**config.mk**
```make
export PLATFORM = sky130hd
export DESIGN_NAME = data_mem_access
export DESIGN_NICKNAME = d
export VERILOG_FILES = /design/src/rtl/mem_pkg.sv /design/src/rtl/load_align.sv /design/src/rtl/data_mem_access.sv
export SDC_FILE = /design/constraint.sdc
export NUM_CORES = 1
export LEC_CHECK = 0
export ABC_AREA = 1
export ABC_CLOCK_PERIOD_IN_PS = 2100
export CAP_MARGIN = 5
export CELL_PAD_IN_SITES_DETAIL_PLACEMENT = 0
export CELL_PAD_IN_SITES_GLOBAL_PLACEMENT = 1
export CORE_ASPECT_RATIO = 0.5
export CORE_UTILIZATION = 29
export CTS_CLUSTER_SIZE = 10
export DETAILED_ROUTE_END_ITERATION = 10
export PLACE_DENSITY_LB_ADDON = 0.1
export SYNTH_ARGS = -nofsm -noshare
export SYNTH_HDL_FRONTEND = slang
export SYNTH_SLANG_ARGS = --single-unit
```
**constraint.sdc**
```tcl
create_clock -name clk -period 2.1 [get_ports clk]
set_clock_uncertainty 0.1 [all_clocks]
set_input_delay 0.525 -clock clk [delete_from_list [all_inputs] [get_ports clk]]
set_output_delay 0.525 -clock clk [all_outputs]
set_load 0.02 [all_outputs]
```
**src/rtl/mem_pkg.sv**
```systemverilog
// Shared types for the M-stage data-memory access unit.
// Latency: n/a (types and constants only).
// Backpressure: n/a.
package mem_pkg;

    // Default number of WAIT cycles before an unanswered access aborts.
    localparam int TIMEOUT_DEF = 15;

    // Load/store size in RISC-V funct3 encoding.
    typedef enum logic [2:0] {
        SZ_B  = 3'b000,
        SZ_H  = 3'b001,
        SZ_W  = 3'b010,
        SZ_BU = 3'b100,
        SZ_HU = 3'b101
    } size_t;

    typedef enum logic [1:0] {
        IDLE = 2'd0,
        WAIT = 2'd1,
        RESP = 2'd2
    } mem_state_t;

endpackage

```
**src/rtl/load_align.sv**
```systemverilog
// Load lane extraction: picks the byte/half at the byte offset and sign/zero-extends it.
// Latency: purely combinational.
// Backpressure: none.
// Ports: word (read word), offset (addr[1:0]), size (funct3), data (extended result).
module load_align
    import mem_pkg::*;
(
    input  logic [31:0] word,
    input  logic [1:0]  offset,
    input  logic [2:0]  size,
    output logic [31:0] data
);

    logic [7:0]  sel_byte;
    logic [15:0] sel_half;

    assign sel_byte = word[{offset, 3'b000} +: 8];
    assign sel_half = offset[1] ? word[31:16] : word[15:0];

    always_comb begin
        data = word;
        case (size)
            SZ_B:    data = {{24{sel_byte[7]}}, sel_byte};
            SZ_H:    data = {{16{sel_half[15]}}, sel_half};
            SZ_BU:   data = {24'h0, sel_byte};
            SZ_HU:   data = {16'h0, sel_half};
            default: data = word;
        endcase
    end

endmodule

```
**src/rtl/data_mem_access.sv**
```systemverilog
// M-stage data-memory access: word-aligned req/ack transaction with byte strobes and load extension.
// Latency: request issued combinationally in IDLE; result presented in RESP, one cycle after ack.
// Backpressure: stall_M holds the pipeline from issue until ack or timeout; misaligned accesses never stall.
// Ports: memWrite_M/memRead_M/R_size_M/DMem_size_M/ALUResult_M/writeData_M from M stage;
//        dmem_req/we/addr/wdata/wstrb/ack/rdata to memory; readData_M/stall_M/misalign_M/busErr_M to pipeline.
module data_mem_access
    import mem_pkg::*;
#(
    parameter int WIDTH   = 32,
    parameter int TIMEOUT = TIMEOUT_DEF
) (
    input  logic             clk,
    input  logic             rst,
    input  logic             memWrite_M,
    input  logic             memRead_M,
    input  logic [2:0]       R_size_M,
    input  logic [2:0]       DMem_size_M,
    input  logic [WIDTH-1:0] ALUResult_M,
    input  logic [WIDTH-1:0] writeData_M,
    output logic             dmem_req,
    output logic             dmem_we,
    output logic [WIDTH-1:0] dmem_addr,
    output logic [WIDTH-1:0] dmem_wdata,
    output logic [3:0]       dmem_wstrb,
    input  logic             dmem_ack,
    input  logic [WIDTH-1:0] dmem_rdata,
    output logic [WIDTH-1:0] readData_M,
    output logic             stall_M,
    output logic             misalign_M,
    output logic             busErr_M
);

    // The last WAIT cycle that may still wait is TIMEOUT-1 on the counter.
    localparam logic [7:0] TO_LAST = 8'(TIMEOUT - 1);

    mem_state_t       state, state_nxt;
    logic [7:0]       wait_cnt;
    logic [WIDTH-1:0] addr_q, wdata_q, cap_q;
    logic [3:0]       wstrb_q;
    logic             we_q;
    logic [1:0]       off_q;
    logic [2:0]       size_q;

    logic             access, is_store, misal, issue, timeout_hit, cap_store;
    logic [2:0]       size_in;
    logic [WIDTH-1:0] st_wdata, req_wdata, la_data;
    logic [3:0]       st_wstrb, req_wstrb;
    logic [1:0]       la_off;
    logic [2:0]       la_size;
    logic             unused_size_bit;

    // Stores only carry size in the low two bits.
    assign unused_size_bit = DMem_size_M[2];

    // Gated by rst so the block is quiet while held in reset.
    assign access   = rst & (memRead_M | memWrite_M);
    assign is_store = memWrite_M;
    assign size_in  = is_store ? {1'b0, DMem_size_M[1:0]} : R_size_M;

    // size[1] covers word (and undefined 11), which needs both low bits clear.
    assign misal = ((size_in[1:0] == 2'b01) & ALUResult_M[0]) |
                   (size_in[1] & (|ALUResult_M[1:0]));

    assign issue = (state == IDLE) & access & ~misal;

    assign timeout_hit = (state == WAIT) & ~dmem_ack & (wait_cnt == TO_LAST);

    // Store lane placement: sub-word data is replicated so every lane carries it.
    always_comb begin
        st_wdata = writeData_M;
        st_wstrb = 4'b1111;
        case (size_in[1:0])
            2'b00: begin
                st_wdata = {4{writeData_M[7:0]}};
                st_wstrb = 4'b0001 << ALUResult_M[1:0];
            end
            2'b01: begin
                st_wdata = {2{writeData_M[15:0]}};
                st_wstrb = 4'b0011 << {ALUResult_M[1], 1'b0};
            end
            default: ;
        endcase
    end

    assign req_wdata = is_store ? st_wdata : '0;
    assign req_wstrb = is_store ? st_wstrb : 4'b0000;

    // One aligner serves both the same-cycle ack in IDLE and acks in WAIT.
    assign la_off    = (state == IDLE) ? ALUResult_M[1:0] : off_q;
    assign la_size   = (state == IDLE) ? size_in : size_q;
    assign cap_store = (state == IDLE) ? is_store : we_q;

    load_align u_load_align (
        .word   (dmem_rdata),
        .offset (la_off),
        .size   (la_size),
        .data   (la_data)
    );

    always_comb begin
        state_nxt = state;
        case (state)
            IDLE:    if (issue) state_nxt = dmem_ack ? RESP : WAIT;
            WAIT:    if (dmem_ack || timeout_hit) state_nxt = RESP;
            RESP:    state_nxt = IDLE;
            default: state_nxt = IDLE;
        endcase
    end

    always_comb begin
        dmem_req   = 1'b0;
        dmem_we    = 1'b0;
        dmem_addr  = '0;
        dmem_wdata = '0;
        dmem_wstrb = 4'b0000;
        readData_M = '0;
        stall_M    = 1'b0;
        misalign_M = 1'b0;
        busErr_M   = 1'b0;
        if (rst) begin
            case (state)
                IDLE: begin
                    misalign_M = access & misal;
                    if (issue) begin
                        dmem_req   = 1'b1;
                        dmem_we    = is_store;
                        dmem_addr  = {ALUResult_M[WIDTH-1:2], 2'b00};
                        dmem_wdata = req_wdata;
                        dmem_wstrb = req_wstrb;
                        stall_M    = 1'b1;
                    end
                end
                WAIT: begin
                    dmem_req   = 1'b1;
                    dmem_we    = we_q;
                    dmem_addr  = addr_q;
                    dmem_wdata = wdata_q;
                    dmem_wstrb = wstrb_q;
                    stall_M    = 1'b1;
                    busErr_M   = timeout_hit;
                end
                RESP:    readData_M = cap_q;
                default: ;
            endcase
        end
    end

    always_ff @(posedge clk) begin
        if (!rst) begin
            state    <= IDLE;
            wait_cnt <= '0;
            addr_q   <= '0;
            wdata_q  <= '0;
            wstrb_q  <= 4'b0000;
            we_q     <= 1'b0;
            off_q    <= 2'b00;
            size_q   <= 3'b000;
            cap_q    <= '0;
        end else begin
            state <= state_nxt;
            if (issue) begin
                addr_q  <= {ALUResult_M[WIDTH-1:2], 2'b00};
                wdata_q <= req_wdata;
                wstrb_q <= req_wstrb;
                we_q    <= is_store;
                off_q   <= ALUResult_M[1:0];
                size_q  <= size_in;
            end
            if (state == WAIT && !dmem_ack)
                wait_cnt <= wait_cnt + 8'd1;
            else
                wait_cnt <= '0;
            if ((issue || state == WAIT) && dmem_ack)
                cap_q <= cap_store ? '0 : la_data;
            else if (timeout_hit)
                cap_q <= '0;
        end
    end

endmodule

```
# After elaboration in Yosys (flattened, before gate mapping)
# Index checks and enable logic that the tools add are counted.
# Widths: inputs -> output; s select.
dict set report op_classes {
  n_mux 38
  n_reduce_logical 12
  eq_ne 9
  n_shift 3
  addsub 1
  bitwise_logic 12
}
# op n
set op_table {}
lappend op_table {{$mux 32} 10}
lappend op_table {{$pmux 32 s2} 3}
lappend op_table {{$pmux 32 s4} 1}
lappend op_table {{$shiftx 32x6->8} 1}
lappend op_table {{$mux 16} 1}
lappend op_table {{$pmux 4 s2} 2}
lappend op_table {{$mux 4} 3}
lappend op_table {{$mux 1} 9}
lappend op_table {{$add 8x1->8 const B} 1}
lappend op_table {{$and 1x1->1} 8}
lappend op_table {{$eq 8x4->1 const B} 1}
lappend op_table {{$mux 2} 4}
lappend op_table {{$eq 3x3->1 const B} 2}
lappend op_table {{$mux 3} 2}
lappend op_table {{$eq 2x1->1 const B} 2}
lappend op_table {{$logic_not 2->1} 2}
lappend op_table {{$pmux 1 s2} 2}
lappend op_table {{$pmux 2 s2} 1}
lappend op_table {{$reduce_and 2->1} 2}
lappend op_table {{$shl 1x2->4 const A} 1}
lappend op_table {{$shl 2x2->4 const A} 1}
lappend op_table {{$eq 3x1->1 const B} 1}
lappend op_table {{$logic_not 3->1} 1}
lappend op_table {{$eq 2x2->1 const B} 1}
lappend op_table {{other kinds (9)} 13}
dict set report word_totals {
  out_inout_bits 105
  register_bits 114
}

# Longest topological paths before layout
# Gate-level depths: netlist of the first run.
dict set report depth {
  ltp_word 9
  mapped_depth 14
}

# By module
# A second synthesis of the first run with hierarchy kept.
dict set report unflattened {
  cells_unflattened 1168
  area_unflattened_um2 7068.0
}
# mod n_inst area_each_um2 cells_each
set modules_own_cells {}
lappend modules_own_cells {data_mem_access 1 6013.3 974}
lappend modules_own_cells {load_align 1 1054.8 194}

# Worst setup path before layout of the first run
# OpenSTA, ideal clock, no wires.
dict set report synth_path {
  kind {input -> output}
  startpoint {in memWrite_M}
  endpoint {out stall_M}
  arrival_time_ps 1927
  cell_stages 9
  path_slack_ps -452
  required_time_ps 1475
  cell_sequence {buf_6 nand2_1 nand2_4 nand2_2 nand3_2 buf_6 buf_2 a21oi_1 buf_4}
}
dict set report synth_via {
  elab_chain_cells 9
  word_cells_on_any_way 13
}
# element line_no
set synth_lines {}
lappend synth_lines {{from (decl)} data_mem_access.sv:14} ;# input logic memWrite_M,
lappend synth_lines {{$mux 3} data_mem_access.sv:58} ;# assign size_in = is_store ? {1'b0, DMem_size_M[1:0]} : R_size_M;
lappend synth_lines {{$eq 2x1->1} data_mem_access.sv:61} ;# assign misal = ((size_in[1:0] == 2'b01) & ALUResult_M[0]) |
lappend synth_lines {{$and 1x1->1} data_mem_access.sv:61}
lappend synth_lines {{$or 1x1->1} data_mem_access.sv:61}
lappend synth_lines {{$not 1->1} data_mem_access.sv:64} ;# assign issue = (state == IDLE) & access & ~misal;
lappend synth_lines {{$and 1x1->1 (*)} data_mem_access.sv:64}
lappend synth_lines {{$mux 1 (*)} n/a}
lappend synth_lines {{$pmux 1 s2 (*)} n/a}
lappend synth_lines {{$mux 1 (*)} n/a}
lappend synth_lines {{to (decl)} data_mem_access.sv:28} ;# output logic stall_M,
# Every way passes the cells marked *; elsewhere a longest branch is shown, timed or not.

# Final worst setup path of the first run
dict set report layout_path {
  startpoint {reg state[0]}
  endpoint {out dmem_wdata[8]}
}
dict set report layout_via {
  elab_chain_cells 6
  word_cells_on_any_way 7
}
# element line_no
set layout_lines {}
lappend layout_lines {{from (decl)} data_mem_access.sv:36} ;# mem_state_t state, state_nxt;
lappend layout_lines {{from (signal assigned)} data_mem_access.sv:160} ;# state <= state_nxt;
lappend layout_lines {{$logic_not 2->1} {data_mem_access.sv:64, data_mem_access.sv:121}}
lappend layout_lines {{$and 1x1->1 (2 in a row)} data_mem_access.sv:64}
lappend layout_lines {{$mux 32} data_mem_access.sv:124} ;# if (issue) begin
lappend layout_lines {{$pmux 32 s2 (*)} data_mem_access.sv:121} ;# case (state)
lappend layout_lines {{$mux 32 (*)} data_mem_access.sv:120} ;# if (rst) begin
lappend layout_lines {{to (decl)} data_mem_access.sv:23} ;# output logic [WIDTH-1:0] dmem_wdata,
# Marks and branches as above.

==> key figures, run 1 <==
Pwr
  – P_leak: 5.215 nW
  – NetSw: 2.015 mW
  – Clock share of power: 39.4%
  – Gate power share: 26.6%
  – Power Internal: between 4 and 5 mW
  – Sequential Power Share: 34.0%
  – Worst VDD drop: ~0.45 mV
  – Sw Ratio: 29.72%
  – Pwr per Cell Area: roughly 560 nW/um^2
  – Power Total: 6.780 mW

Setup path
  – Reg2reg setup slack: -350 ps
  – CP arrival: ~2000 ps
  – Crit Path Max Fanout: 5
  – CP Data Required Time: 1470 ps
  – CP endpoint: dmem_wdata[8]
  – Cell family contributing the most delay on the critical path: buffers and inverters
  – Crit path from: state[0]$_SDFFE_PN0P_
  – Crit. End Element: primary output
  – Crit path kind: reg2out
  – Worst path most repeated cell: buf_6
  – Critical-path cell list: inv_2 > nand2_4 > nor2_4 > nand3_4 > buf_12 > nor2_8 > buf_6 > buf_6 > o211ai_1 > nand2_2 > buf_6
  – Crit path depth: 11
  – Slowest cell delay on critical path: 320 ps
  – R2r startpoint: state[0]$_SDFFE_PN0P_
  – FF-to-FF path depth: 17
  – Crit-path slowest cell: dfxtp_2
  – Crit start category: register
  – WP buf/inv: 5
  – FF-to-FF End: wdata_q[13]$_SDFFE_PN0N_

Logic synthesis
  – Sequential share of the synthesized area: about a third
  – Synth top area share: 34.34%
  – Post-synth ARST share: 0%
  – Post-synth EDFFs: 0
  – Post-Syn Area: 6645 um^2
  – Largest family of logic cells by synthesized area: simple AND/OR/NAND/NOR gates
  – Post-synth top area cell: dfxtp_1
  – Ys Warns: 0
  – Mapped Cells: 1,063
  – Mux cell area share after synthesis: 0%
  – Yosys cell types: 35
  – FF+latch count, synth: 114
  – Main flop type after synthesis: dfxtp_1
  – Syn_area_per_cell: 6.251 um^2
  – Synth Area in Simple Gates: a little under two fifths
  – Post-synthesis compound-gate area fraction: 16.00%
  – Xor-xnor portion of the synthesized cell area: less than 1%
  – Synth area leaders: dfxtp_1 34%, nand2_1 18%, nand3_1 8.7%, a21oi_1 7.8%, inv_1 6.1%
  – Post-Synth Adder-Cell Area: 0.3766%

CTS
  – Clock Latency Late Sink: between 400 and 500 ps
  – CTS Root Cell: clkbuf_16
  – CTS sink cnt: 114
  – Worst-path clk slew: about 50 ps
  – Clock buffer depth: 2
  – CTS Buf Count: 17
  – # hold bufs at CTS: 0
  – CTS tree: built
  – Clock H-tree levels: 4

Placed design
  – PortBufs: 208
  – Placer Congestion: 0.8124
  – DP HPWL: 17,030 um
  – Post-DP Area: 10,220 um^2
  – Dpl cells: 1,621

Timing
  – RSZ-0062 raised after global routing: yes
  – Setup violators final: slightly below 80
  – Setup TNS: -28,960 ps
  – Final WS setup: -485.3 ps
  – FMAX: a little under 0.4 GHz
  – Hold Violations, Final: 0
  – Fin crit period: 2585 ps
  – Final slew viol count: 0
  – Tcrit/Tclk final: 123.1%

Global routing
  – First-pass GRT wire length: about 40,000 um
  – Grt ovf: 0
  – Initial antenna violation count: 0
  – Vias in the first global route: between 7,000 and 8,000
  – Total GRT Usage: 21.55%
  – Largest net degree at the start of global routing: 39

Die
  – Core footprint: 22,060 um^2
  – Row cnt: 38
  – Starting density of the core: 30.12%
  – # IOs: 212
  – Die W: around 220 um
  – Die extent in y: 109.0 um
  – Die outline area: around 24,000 um^2

Outcome
  – Status: complete, but fails checks
  – Failing checks: negative setup slack

Route
  – Vias per cell: 4.678
  – DR WL/cell: 14.77 um
  – Detailed Route WL: 25,530 um
  – Starting DRT DRC Count: roughly 470
  – DRC: 0
  – First-pass iteration count of the detailed router: 5
  – Vias post-DR: just over 8,000
  – Routed Antenna Nets: 0

Final layout
  – Synth-to-Final Area Change: 81.92%
  – NumNets Final: approximately 1,500
  – Fill cells: approximately 2,200
  – Fraction of layout cells with a size suffix above 1: 38.70%
  – # diodes: 0
  – Post-route insts no fill: 1,729
  – Fin area: 12,090 um^2
  – Core Util, Final: 54.80%

Min path
  – Tightest Hold Check Type: reg2reg

Flow run
  – Max-cap violations: 0
[worst min path at each step]
| stage | start | end | slack [ps] | cells after the start |
|---|---|---|---|---|
| finish | size_q[2]$_SDFFE_PN0N_ | size_q[2]$_SDFFE_PN0N_ | 350 | 2 |
| floorplan | size_q[2]$_SDFFE_PN0N_ | size_q[2]$_SDFFE_PN0N_ | 320 | 2 |
| detailed placement | size_q[2]$_SDFFE_PN0N_ | size_q[2]$_SDFFE_PN0N_ | 340 | 2 |
| global route | size_q[2]$_SDFFE_PN0N_ | size_q[2]$_SDFFE_PN0N_ | 360 | 2 |
| CTS | size_q[2]$_SDFFE_PN0N_ | size_q[2]$_SDFFE_PN0N_ | 350 | 2 |
| global placement | size_q[2]$_SDFFE_PN0N_ | size_q[2]$_SDFFE_PN0N_ | 330 | 2 |
[repair_timing]
action | in CTS | in global routing
cloned | 6 | 3
pin swaps | 41 | 45
gates resized for setup | 691 | 111
buffers inserted | 73 | 17
setup endpoints to repair | 136 | 126
[power groups by stage]
| stage | Clock, mW | Combinational (mW) | Sequential [mW] |
|---|---|---|---|
| finish | 2.67 | 1.81 | 2.30 |
| global placement | 0 | 1.49 | 2.34 |
| global route | 2.83 | 1.96 | 2.31 |
| detailed placement | 0 | 1.50 | 2.35 |
| floorplan | 0 | 0.814 | 2.34 |
| CTS | 2.74 | 1.75 | 2.30 |
[placed cells by master (no fill, tap or decap), types with 2 or more instances in the layout]
master,count
buf_16,2
a21oi_4,32
nand3_1,112
nand2_4,13
o21ai_2,3
inv_1,78
dfxtp_2,2
o211ai_4,5
dlygate4sd2_1,2
clkdlybuf4s15_1,6
dfxtp_1,112
nor2_1,50
buf_6,97
nand3_2,4
nand2_1,274
o211ai_2,3
nand3_4,4
o21ai_0,42
conb_1,2
a21oi_1,68
or2_2,8
o21ai_1,12
o211ai_1,8
clkbuf_8,2
clkbuf_16,19
clkdlybuf4s50_1,95
nor2_4,36
clkbuf_1,5
a21oi_2,13
clkinv_2,4
nand2_2,42
nor3_1,2
nor2_2,20
ha_1,2
buf_12,18
buf_4,183
nand4_1,2
inv_2,35
[cell usage after synthesis (2+ instances only)]
library cell    n
nand2_1       318
nand3_1       116
dfxtp_1       114
inv_1         108
a21oi_1       104
nor2_1        103
o21ai_0        51
clkbuf_1       31
buf_2          19
a21oi_2         8
buf_4           8
buf_6           8
nand2_2         8
o211ai_1        8
o211ai_2        8
or2_2           8
inv_2           7
buf_1           5
o21ai_1         5
nand2_4         4
nand3_4         3
nor2_2          3
ha_1            2
nand4_1         2
nor3_1          2
[sequential cells by signal (all words and copies together), names as in the netlist]
name and cells:
addr_q 30, cap_q 32, off_q 2, size_q 3, state 2, wait_cnt 8
wdata_q 32, we_q 1, wstrb_q 4
[area by class of cell]
class                           instances  area (um^2)  area share [%]
Clock buffer                           24        471.7           3.902
Clock inverter                          6        57.56          0.4761
Inverter                              116        457.9           3.788
Multi-Input combinational cell        763         4477           37.03
Sequential cell                       114         2285           18.90
Tap cell                              300        375.4           3.105
Timing Repair Buffer                  406         3965           32.80
[routing by layer]
| metal | global-route usage [%] | up-vias | part of all wire [%] |
|---|---|---|---|
| met5 | 0 | - | 0 |
| met4 | 5.433 | 0 | 0.76 |
| met3 | 5.105 | 19 | 5.1 |
| met2 | 36.72 | 164 | 48 |
| met1 | 27.49 | 3819 | 46 |
| li1 | - | 4086 | - |
[tightest hold or removal path, cell delays in order, from the launching register on]
cell and delay [ps]:
dfxtp_1 290, inv_1 50, a21oi_1 50
[stage by stage]
step | setup slack, ps | hold WS, ps
6_report | -485.3 | 347.0
5_1_grt | -556.1 | 359.0
4_1_cts | -469.8 | 345.5
3_5_place_dp | -1350 | 339.0
3_3_place_gp | -1368 | 333.6
2_1_floorplan | -167.3 | 324.7
[cells by family after synthesis]
| family | Yosys count |
|---|---|
| compound gates | 187 |
| flops | 114 |
| buf+inv | 187 |
| other cells | 1 |
| xor+xnor | 1 |
| simple gates | 571 |
| fa+ha+maj | 2 |
Note: power is estimated with default switching activity, not from simulation.
==> run 2: changes to the inputs <==
--- a/config.mk
+++ b/config.mk
@@ -7,5 +7,4 @@
 export LEC_CHECK = 0
 export ABC_AREA = 1
-export ABC_CLOCK_PERIOD_IN_PS = 2100
 export CAP_MARGIN = 5
 export CELL_PAD_IN_SITES_DETAIL_PLACEMENT = 0
@@ -15,4 +14,5 @@
 export CTS_CLUSTER_SIZE = 10
 export DETAILED_ROUTE_END_ITERATION = 10
+export GPL_ROUTABILITY_DRIVEN = 0
 export PLACE_DENSITY_LB_ADDON = 0.1
 export SYNTH_ARGS = -nofsm -noshare
==> constraint.sdc (replaced) <==
create_clock -name clk -period 2.1 [get_ports clk]
set_clock_uncertainty 0.1 [all_clocks]
set_input_delay 0.315 -clock clk [delete_from_list [all_inputs] [get_ports clk]]
set_output_delay 0.315 -clock clk [all_outputs]
set_load 0.02 [all_outputs]
==> key figures, run 2 (synthesized netlist as in run 1, its figures left out) <==
Placed design
  – Post-DP Area: 9837 um^2
  – DP HPWL: 16,600 um
  – PortBufs: 208

Pwr
  – Clock share of power: 43.5%
  – Sequential Power Share: 33.1%
  – Pwr per Cell Area: between 600 and 700 nW/um^2
  – Power Internal: 4.963 mW
  – P_leak: 5.031 nW
  – Worst VDD drop: 0.4136 mV
  – Sw Ratio: about 29%
  – Gate power share: between 20% and 30%
  – NetSw: about 2 mW

CTS
  – Clock H-tree levels: 4
  – CTS sink cnt: 114
  – CTS Buf Count: 17
  – Clock buffer depth: 2
  – CTS tree: built
  – Worst-path clk slew: 50 ps
  – CTS Root Cell: clkbuf_16
  – Clock Latency Late Sink: 430 ps

Outcome
  – Status: complete, but fails checks
  – Failing checks: negative setup slack

Die
  – Row cnt: 38
  – Core footprint: ~22,000 um^2
  – Die outline area: ~24,000 um^2
  – Starting density of the core: 30.12%
  – Die extent in y: 109.0 um
  – Die W: ~220 um
  – # IOs: about 210

Route
  – Detailed Route WL: 24,670 um
  – Max layer used: met4
  – First-pass iteration count of the detailed router: 5
  – M1 wire length: 11,820 um
  – Routed wl met3: 1410 um
  – Vias post-DR: 7,834
  – Routed Antenna Nets: 0
  – Vias per cell: about 4.6
  – Met2 WL post-DR: 11,230 um
  – Starting DRT DRC Count: 529
  – DRC: 0
  – DR WL/cell: 14.52 um

Timing
  – Fin crit period: approximately 2400 ps
  – Hold Violations, Final: 0
  – Final slew viol count: 0
  – Setup violators final: 69
  – Final WS setup: -339.0 ps
  – FMAX: 0.4100 GHz
  – RSZ-0062 raised after global routing: yes
  – Tcrit/Tclk final: 116.1%

Setup path
  – Crit Path Max Fanout: 8
  – CP arrival: 2020 ps
  – Crit path kind: in2out
  – Crit. End Element: primary output
  – CP Data Required Time: 1680 ps
  – Crit start category: input port
  – FF-to-FF path depth: 12

Final layout
  – Most frequent cells in the layout: 295 x nand2_1, 155 x buf_4, 115 x nand3_1
  – Commonest non-fill, non-tap cell in the layout: nand2_1
  – Synth-to-Final Area Change: 68.05%
  – NumNets Final: 1,496
  – Fraction of layout cells with a size suffix above 1: 31.31%
  – # diodes: 0
  – Core Util, Final: 50.62%
  – Fin area: between 10,000 and 15,000 um^2
  – Regs by FF count: cap_q (32), wdata_q (32), addr_q (30)

Global routing
  – Largest net degree at the start of global routing: 84
  – Vias in the first global route: 7,283
  – Total GRT Usage: 20.34%
  – Initial antenna violation count: 0
  – Grt ovf: 0
  – First-pass GRT wire length: 37,280 um

Flow run
  – Max-cap violations: 0

Min path
  – Worst Hold Depth: 5
  – Tightest Hold Check Type: in2reg
==> run 2: through the flow <==
stage          instances  setup TNS, ps  total power [mW]  worst slack, ps  hold slack [ps]
6_report            1699         -17590             6.957           -339.0            346.7
5_1_grt             1699         -23830             7.258           -415.6            370.8
4_1_cts             1683         -18120             6.959           -357.8            340.3
3_5_place_dp        1626         -93090             3.782           -958.6            340.4
3_3_place_gp        1626         -83000             3.774           -973.5            332.5
2_1_floorplan       1064              0             3.083            113.5            324.7
==> run 2: final cells by class <==
cell class | instances | area [um^2]
Clock buffer | 21 | 470.5
Clock inverter | 10 | 132.6
Fill cell | 2245 | 10890
Inverter | 116 | 439.2
Multi-Input combinational cell | 763 | 3906
Sequential cell | 114 | 2285
Tap cell | 300 | 375.4
Timing Repair Buffer | 375 | 3558
==> run 2: layer usage <==
layer	vias to the layer above	global-route usage [%]
li1	4025	-
met1	3614	26.75
met2	177	32.53
met3	18	5.384
met4	0	6.439
met5	-	0
==> run 2: path summary, 6_finish.rpt <==
check,startpoint,end,slack (ps)
worst max-delay path,memRead_M,dmem_wdata[13],-340
worst min-delay path,rst,state[0]$_SDFFE_PN0P_,350
worst max register to register,state[0]$_SDFFE_PN0P_,cap_q[7]$_SDFFE_PN0P_,140
worst min register to register,size_q[2]$_SDFFE_PN0N_,size_q[2]$_SDFFE_PN0N_,350
==> run 2: critical path: stages <==
cell and delay (ps):
clkdlybuf4s50_1 470, o21ai_2 70, nor2_4 130, buf_6 110
nand3_4 110, nor2_8 180, clkbuf_16 190, buf_12 100
o211ai_1 100, nand2_1 120, buf_6 120
==> run 2: repair_timing <==
action | CTS | global route
setup buffers | 22 | 16
resized for setup | 477 | 143
pin swaps | 15 | 29
endpoints found under the setup margin | 120 | 103
cloned | 5 | 3
hold buffers | 0 | 0
==> run 2: power groups by stage <==
| stage | registers [mW] | logic (mW) | clock network (mW) |
|---|---|---|---|
| 2_1_floorplan | 2.34 | 0.747 | 0 |
| 3_3_place_gp | 2.34 | 1.43 | 0 |
| 3_5_place_dp | 2.35 | 1.44 | 0 |
| 4_1_cts | 2.30 | 1.56 | 3.09 |
| 5_1_grt | 2.31 | 1.77 | 3.17 |
| 6_report | 2.30 | 1.63 | 3.03 |
==> run 3: changes to the inputs <==
CORE_MARGIN = 2   (was default)
SLEW_MARGIN = 25   (was default)
==> key figures, run 3 (synthesized netlist as in run 1, its figures left out) <==
Setup path
  – Crit start category: register
  – CP Data Required Time: between 1500 and 2000 ps
  – CP arrival: 1910 ps
  – Crit. End Element: primary output
  – Crit Path Max Fanout: 5
  – FF-to-FF path depth: 16
  – Reg2reg setup slack: -140 ps
  – Crit path kind: reg2out
  – R2r startpoint: state[1]$_SDFFE_PN0P_
  – FF-to-FF End: addr_q[17]$_SDFFE_PN0N_

Final layout
  – Regs by FF count: cap_q (32), wdata_q (32), addr_q (30)
  – Most frequent cells in the layout: 283 x nand2_1, 152 x buf_4, 116 x nand3_1
  – NumNets Final: 1,502
  – Commonest non-fill, non-tap cell in the layout: nand2_1
  – Fraction of layout cells with a size suffix above 1: around a third
  – Synth-to-Final Area Change: 70.95%
  – # diodes: 0
  – Core Util, Final: 50.17%
  – Fin area: 11,360 um^2
  – Post-route insts no fill: 1,713

Route
  – DR WL/cell: 14.63 um
  – DRC: 0
  – Routed Antenna Nets: 0
  – First-pass iteration count of the detailed router: 5
  – Starting DRT DRC Count: 300
  – Detailed Route WL: 25,070 um
  – Vias per cell: 4.633
  – Vias post-DR: 7,936

Global routing
  – First-pass GRT wire length: between 30,000 and 40,000 um
  – Grt ovf: 0
  – Vias in the first global route: 7,476
  – Initial antenna violation count: 1
  – Total GRT Usage: between 20% and 30%
  – Largest net degree at the start of global routing: 54

CTS
  – Clock Latency Late Sink: about 430 ps
  – Clock H-tree levels: 4
  – CTS Buf Count: 17
  – CTS Root Cell: clkbuf_16
  – CTS tree: built
  – CTS sink cnt: 114
  – Clock buffer depth: 2
  – Worst-path clk slew: 50 ps

Timing
  – Fin crit period: 2326 ps
  – FMAX: 0.4300 GHz
  – Hold WS: 224.7 ps
  – Final slew viol count: 0
  – Setup violators final: 70
  – RSZ-0062 raised after global routing: yes
  – Hold Violations, Final: 0
  – Setup TNS: -11,550 ps
  – Final WS setup: -225.7 ps
  – Tcrit/Tclk final: 110.7%

Min path
  – Hold Path Sink: state[0]$_SDFFE_PN0P_
  – Tightest Hold Check Type: in2reg
  – Hold_sp: rst
  – Worst Hold Depth: 4

Placed design
  – DP HPWL: 16,640 um
  – Worst slack at placement: -1091 ps
  – PortBufs: 208
  – Dpl cells: 1,630
  – Post-DP Area: 9851 um^2

Pwr
  – Worst VDD drop: 0.4991 mV
  – Gate power share: ~25%
  – P_leak: 5.142 nW
  – Sequential Power Share: 33.7%
  – Clock share of power: 41.6%
  – Pwr per Cell Area: around 600 nW/um^2
  – NetSw: 1.965 mW
  – Power Internal: between 4 and 5 mW
  – Power Total: just under 7 mW
  – Sw Ratio: between 20 and 30%

Die
  – Die outline area: 24,220 um^2
  – Starting density of the core: 29.35%
  – # IOs: 212
  – Die W: 218.1 um
  – Core footprint: 22,640 um^2
  – Row cnt: 39
  – Die extent in y: 111.0 um

Outcome
  – Status: complete, but fails checks
  – Failing checks: negative setup slack

Flow run
  – Max-cap violations: 0
==> run 3: cell types whose count changed in the layout (fill, tap and decap cells not counted), sizes merged <==
cell / change
clkdlybuf4s15: -8
buf: +6
clkbuf: +13
bufinv: -2
clkinvlp: -3
clkinv: -1
bufbuf: +2
==> run 3: per-layer routing <==
layer	GRT usage [%]	wire [um]	up-vias
met5	0	13	-
met4	6.168	411	2
met3	5.761	1488	30
met2	32.44	11510	174
met1	26.83	11640	3693
li1	-	-	4037
==> run 3: critical path: stages, from the launching register on <==
cell	delay (ps)
dfxtp_2	320
inv_2	60
nand2_4	60
nor2_4	120
nand3_4	110
buf_6	160
buf_12	130
buf_8	120
nor2_4	80
inv_2	50
a21oi_2	130
buf_6	130
==> run 3: cell type report <==
cell class | count | area, um^2
Timing Repair Buffer | 381 | 3679
Fill cell | 2315 | 11280
Clock buffer | 28 | 526.8
Tap cell | 307 | 384.1
Clock inverter | 4 | 45.04
Inverter | 116 | 439.2
Sequential cell | 114 | 2285
Multi-Input combinational cell | 763 | 4001
==> run 3: power groups by stage <==
| stage | Sequential [mW] | Clock [mW] | Combinational (mW) |
|---|---|---|---|
| after floorplan | 2.34 | 0 | 0.747 |
| after global placement | 2.34 | 0 | 1.44 |
| after detailed placement | 2.35 | 0 | 1.44 |
| after CTS | 2.30 | 2.92 | 1.59 |
| after global routing | 2.31 | 3.03 | 1.84 |
| final | 2.30 | 2.84 | 1.69 |
==> run 3: timing repair <==
item,in CTS,in global routing
pin swaps,22,19
endpoints found under the hold margin,0,0
hold buffers,0,0
cloned,4,5
gates resized for setup,515,161
endpoints found under the setup margin,104,103
buffers inserted,27,16
==> run 3: worst max path at each step <==
| stage | start | to | slack, ps | cells after the start |
|---|---|---|---|---|
| 3_3_place_gp | memWrite_M | dmem_wdata[23] | -1010 | 11 |
| 2_1_floorplan | memWrite_M | stall_M | 110 | 9 |
| 4_1_cts | state[1]$_SDFFE_PN0P_ | dmem_addr[9] | -240 | 11 |
| 6_report | state[1]$_SDFFE_PN0P_ | dmem_addr[9] | -230 | 11 |
| 5_1_grt | state[1]$_SDFFE_PN0P_ | dmem_wdata[22] | -350 | 11 |
| 3_5_place_dp | memWrite_M | dmem_wdata[23] | -1090 | 11 |
==> patch, RTL diff (flow settings as in run 2) <==
Make the reset (`rst`) asynchronous in one clocked block.
--- a/src/rtl/data_mem_access.sv
+++ b/src/rtl/data_mem_access.sv
@@ -145,7 +145,7 @@
         end
     end
 
-    always_ff @(posedge clk) begin
+    always_ff @(posedge clk or negedge rst) begin
         if (!rst) begin
             state    <= IDLE;
             wait_cnt <= '0;
Check against the original RTL: same outputs for any inputs over 4 cycles, from zero or initial values and one cycle with rst low; that may be too few to reach the edited logic, so the function may still have changed.
==> patch against run 2 <==
The flow still finishes with violations (setup timing); combinational power is 86% higher; sequential power is 38% higher; synthesized area is 1.5% higher; cell area is 0.31% higher; routed wire length is 1.5% higher; sequential cell count stayed put; worst setup slack worse by 0.069 ns; total power is 32% higher; critical path type is now reg2out.
==> patch: results (changes against run 2) <==
The run finished, with violations left. The checks that failed: setup timing. The total global-route track usage is 20.3% (-0.062 points). The post-layout worst setup margin is -0.408 ns (-0.0690 ns). The post-CTS resize count came out at 532 (+12%).

The portion of the post-synthesis area used by sequential elements is 42.3% (+7.9 points). The global-route wire length before repair is 36900 µm (-0.93%). The level count of the clock H-tree is 4 (unchanged). Sorting the synthesized cells by area gives the leading types as dfrtp_1, nand2_1, inv_1. The buffer count from post-CTS setup fixing is 10 (-55%).

The largest registers in the layout are cap_q: 32 flops, wdata_q: 32 flops, addr_q: 30 flops. The data arrival at the endpoint of the critical path came out at 2.09 ns (+0.07 ns). The flop-to-flop setup slack came out at 0.06 ns (-0.08 ns).

The total detailed-routing wirelength came to 25000 µm (+1.5%). The tightest min-delay check is of the in2async type. For the pin with the worst max-slew slack, the measured transition is 0.971 ns. The post-synthesis async set-or-reset flop share came out at 100% (+100 points). The total setup violations reported at the end of the flow came out at 73 (+5.8%).

The internal power component came out at 6150 µW (+24%). The largest net degree at the start of global routing was 72 (-14%). The peak fanout along the critical path was 13 (+5). The reported leakage power came out at 0.00561 µW (+12%). The count of different cell masters after synthesis came to 36 (+2.9%).

The final hold slack is 0.0622 ns (-0.284 ns). The number of iterations in the first detailed-routing pass came to 5 (unchanged). The synthesis warning total is 0 (unchanged). The number of vias per cell after detailed routing came to 4.55 (-1.3%). The number of DRC markers after the initial detailed-route iteration came out at 409 (-23%). In the synthesized netlist the dominant register cell turns out to be dfrtp_1.

The reg-to-reg endpoint is cap_q[5]$_DFFE_PN0P_. The number of flops mapped to enable cells by yosys is 0 (unchanged). The launching point of the worst reg2reg path is state[0]$_DFFE_PN0P_. The fraction of final layout cells sized beyond drive strength 1 is 29.2% (-2.1 points). The buffer levels on the longest clock path came out at 2 (unchanged). The net count reported at finish was 1407 (-5.9%). The cell depth of the worst flop-to-flop path is 13 (+1). The estimated wirelength of the detail-placed design is 16800 µm (+1.4%). The number of inserted diodes came out at 0 (unchanged). The maximum vdd drop is 0.000453 V (+9.6%). The number of buffers added on ports is 208 (unchanged).

The number of global-route vias before repair was 6934 (-4.8%). Ranked by instance count, the synthesized netlist is headed by nand2_1, inv_1, dfrtp_1, nor2_1, o21ai_0.
## patch: changes by cell type after synthesis, sizes merged, moves of 7 or more
| cell | delta |
|---|---|
| or2 | +7 |
| o31ai | +27 |
| dfxtp | -114 |
| nand2 | -81 |
| dfrtp | +114 |
| a21oi | -69 |
| o21ai | +21 |
| nand3 | -89 |
| o22ai | +8 |
| o32ai | +9 |
| buf | -16 |
| inv | +79 |
| o211ai | +13 |
## patch: worst max path at each step
stage	from	end	slack, ns	depth (start not counted)
after floorplan	state[1]$_DFFE_PN0P_	dmem_wdata[7]	0.007	5
after global placement	memWrite_M	dmem_wdata[24]	-1.07	11
after detailed placement	memWrite_M	dmem_wdata[24]	-1.09	11
after CTS	state[0]$_DFFE_PN0P_	dmem_addr[3]	-0.44	10
after global routing	state[0]$_DFFE_PN0P_	dmem_wdata[12]	-0.55	10
final	state[0]$_DFFE_PN0P_	dmem_wdata[25]	-0.41	10
## patch: critical path, stage by stage, from the launching register on
cell	delay, ns
dfrtp_1	0.40
inv_2	0.09
nand2_4	0.06
nor3_4	0.16
nand3_4	0.12
nor2_4	0.12
buf_12	0.15
buf_12	0.13
o211ai_1	0.13
o31ai_1	0.11
buf_4	0.20
## patch: layer usage
metal,GRT usage (%),share of wire (%)
met1,27.2,48
met5,0,0
met2,32.3,45
met3,5.39,5.7
met4,5.33,0.99
## patch: cell families (layout without fill, tap and decap cells)
family / count (synthesis) / in the layout / synth area share, %
compound gates: 198 / 198 / 17.6
xor+xnor: 1 / 1 / 0.130
fa+ha+maj: 2 / 2 / 0.371
simple gates: 409 / 409 / 25.1
buf+inv: 248 / 584 / 14.5
flops: 114 / 114 / 42.3
other cells: 1 / 2 / 0.0556
## patch: final cells by class
class,instances,area (µm²)
tap,307,384
multi-input combinational,612,3220
clock buffer,21,460
fill,2303,11600
clock inverter,10,134
timing repair buffer,356,3400
inverter,197,753
sequential,114,2850
## patch: metrics by stage
| stage | cell area (µm²) | setup TNS, ns | utilization (%) | std cells | setup slack (ns) |
|---|---|---|---|---|---|
| CTS | 10600 | -26.05 | 46.5 | 1603 | -0.437 |
| global placement | 10000 | -98.37 | 44.0 | 1560 | -1.07 |
| finish | 11200 | -22.87 | 49.1 | 1617 | -0.408 |
| global route | 11200 | -31.49 | 49.1 | 1617 | -0.545 |
| floorplan | 6760 | 0 | - | 974 | 0.00680 |
| detailed placement | 10000 | -100.89 | 44.0 | 1560 | -1.09 |
## patch: power by group through the flow
stage | Clock [µW] | Sequential, µW | Combinational, µW
floorplan | 0 | 3130 | 1540
global placement | 0 | 3190 | 2740
detailed placement | 0 | 3200 | 2760
CTS | 3050 | 3180 | 2830
global route | 3150 | 3260 | 3380
finish | 2980 | 3180 | 3030
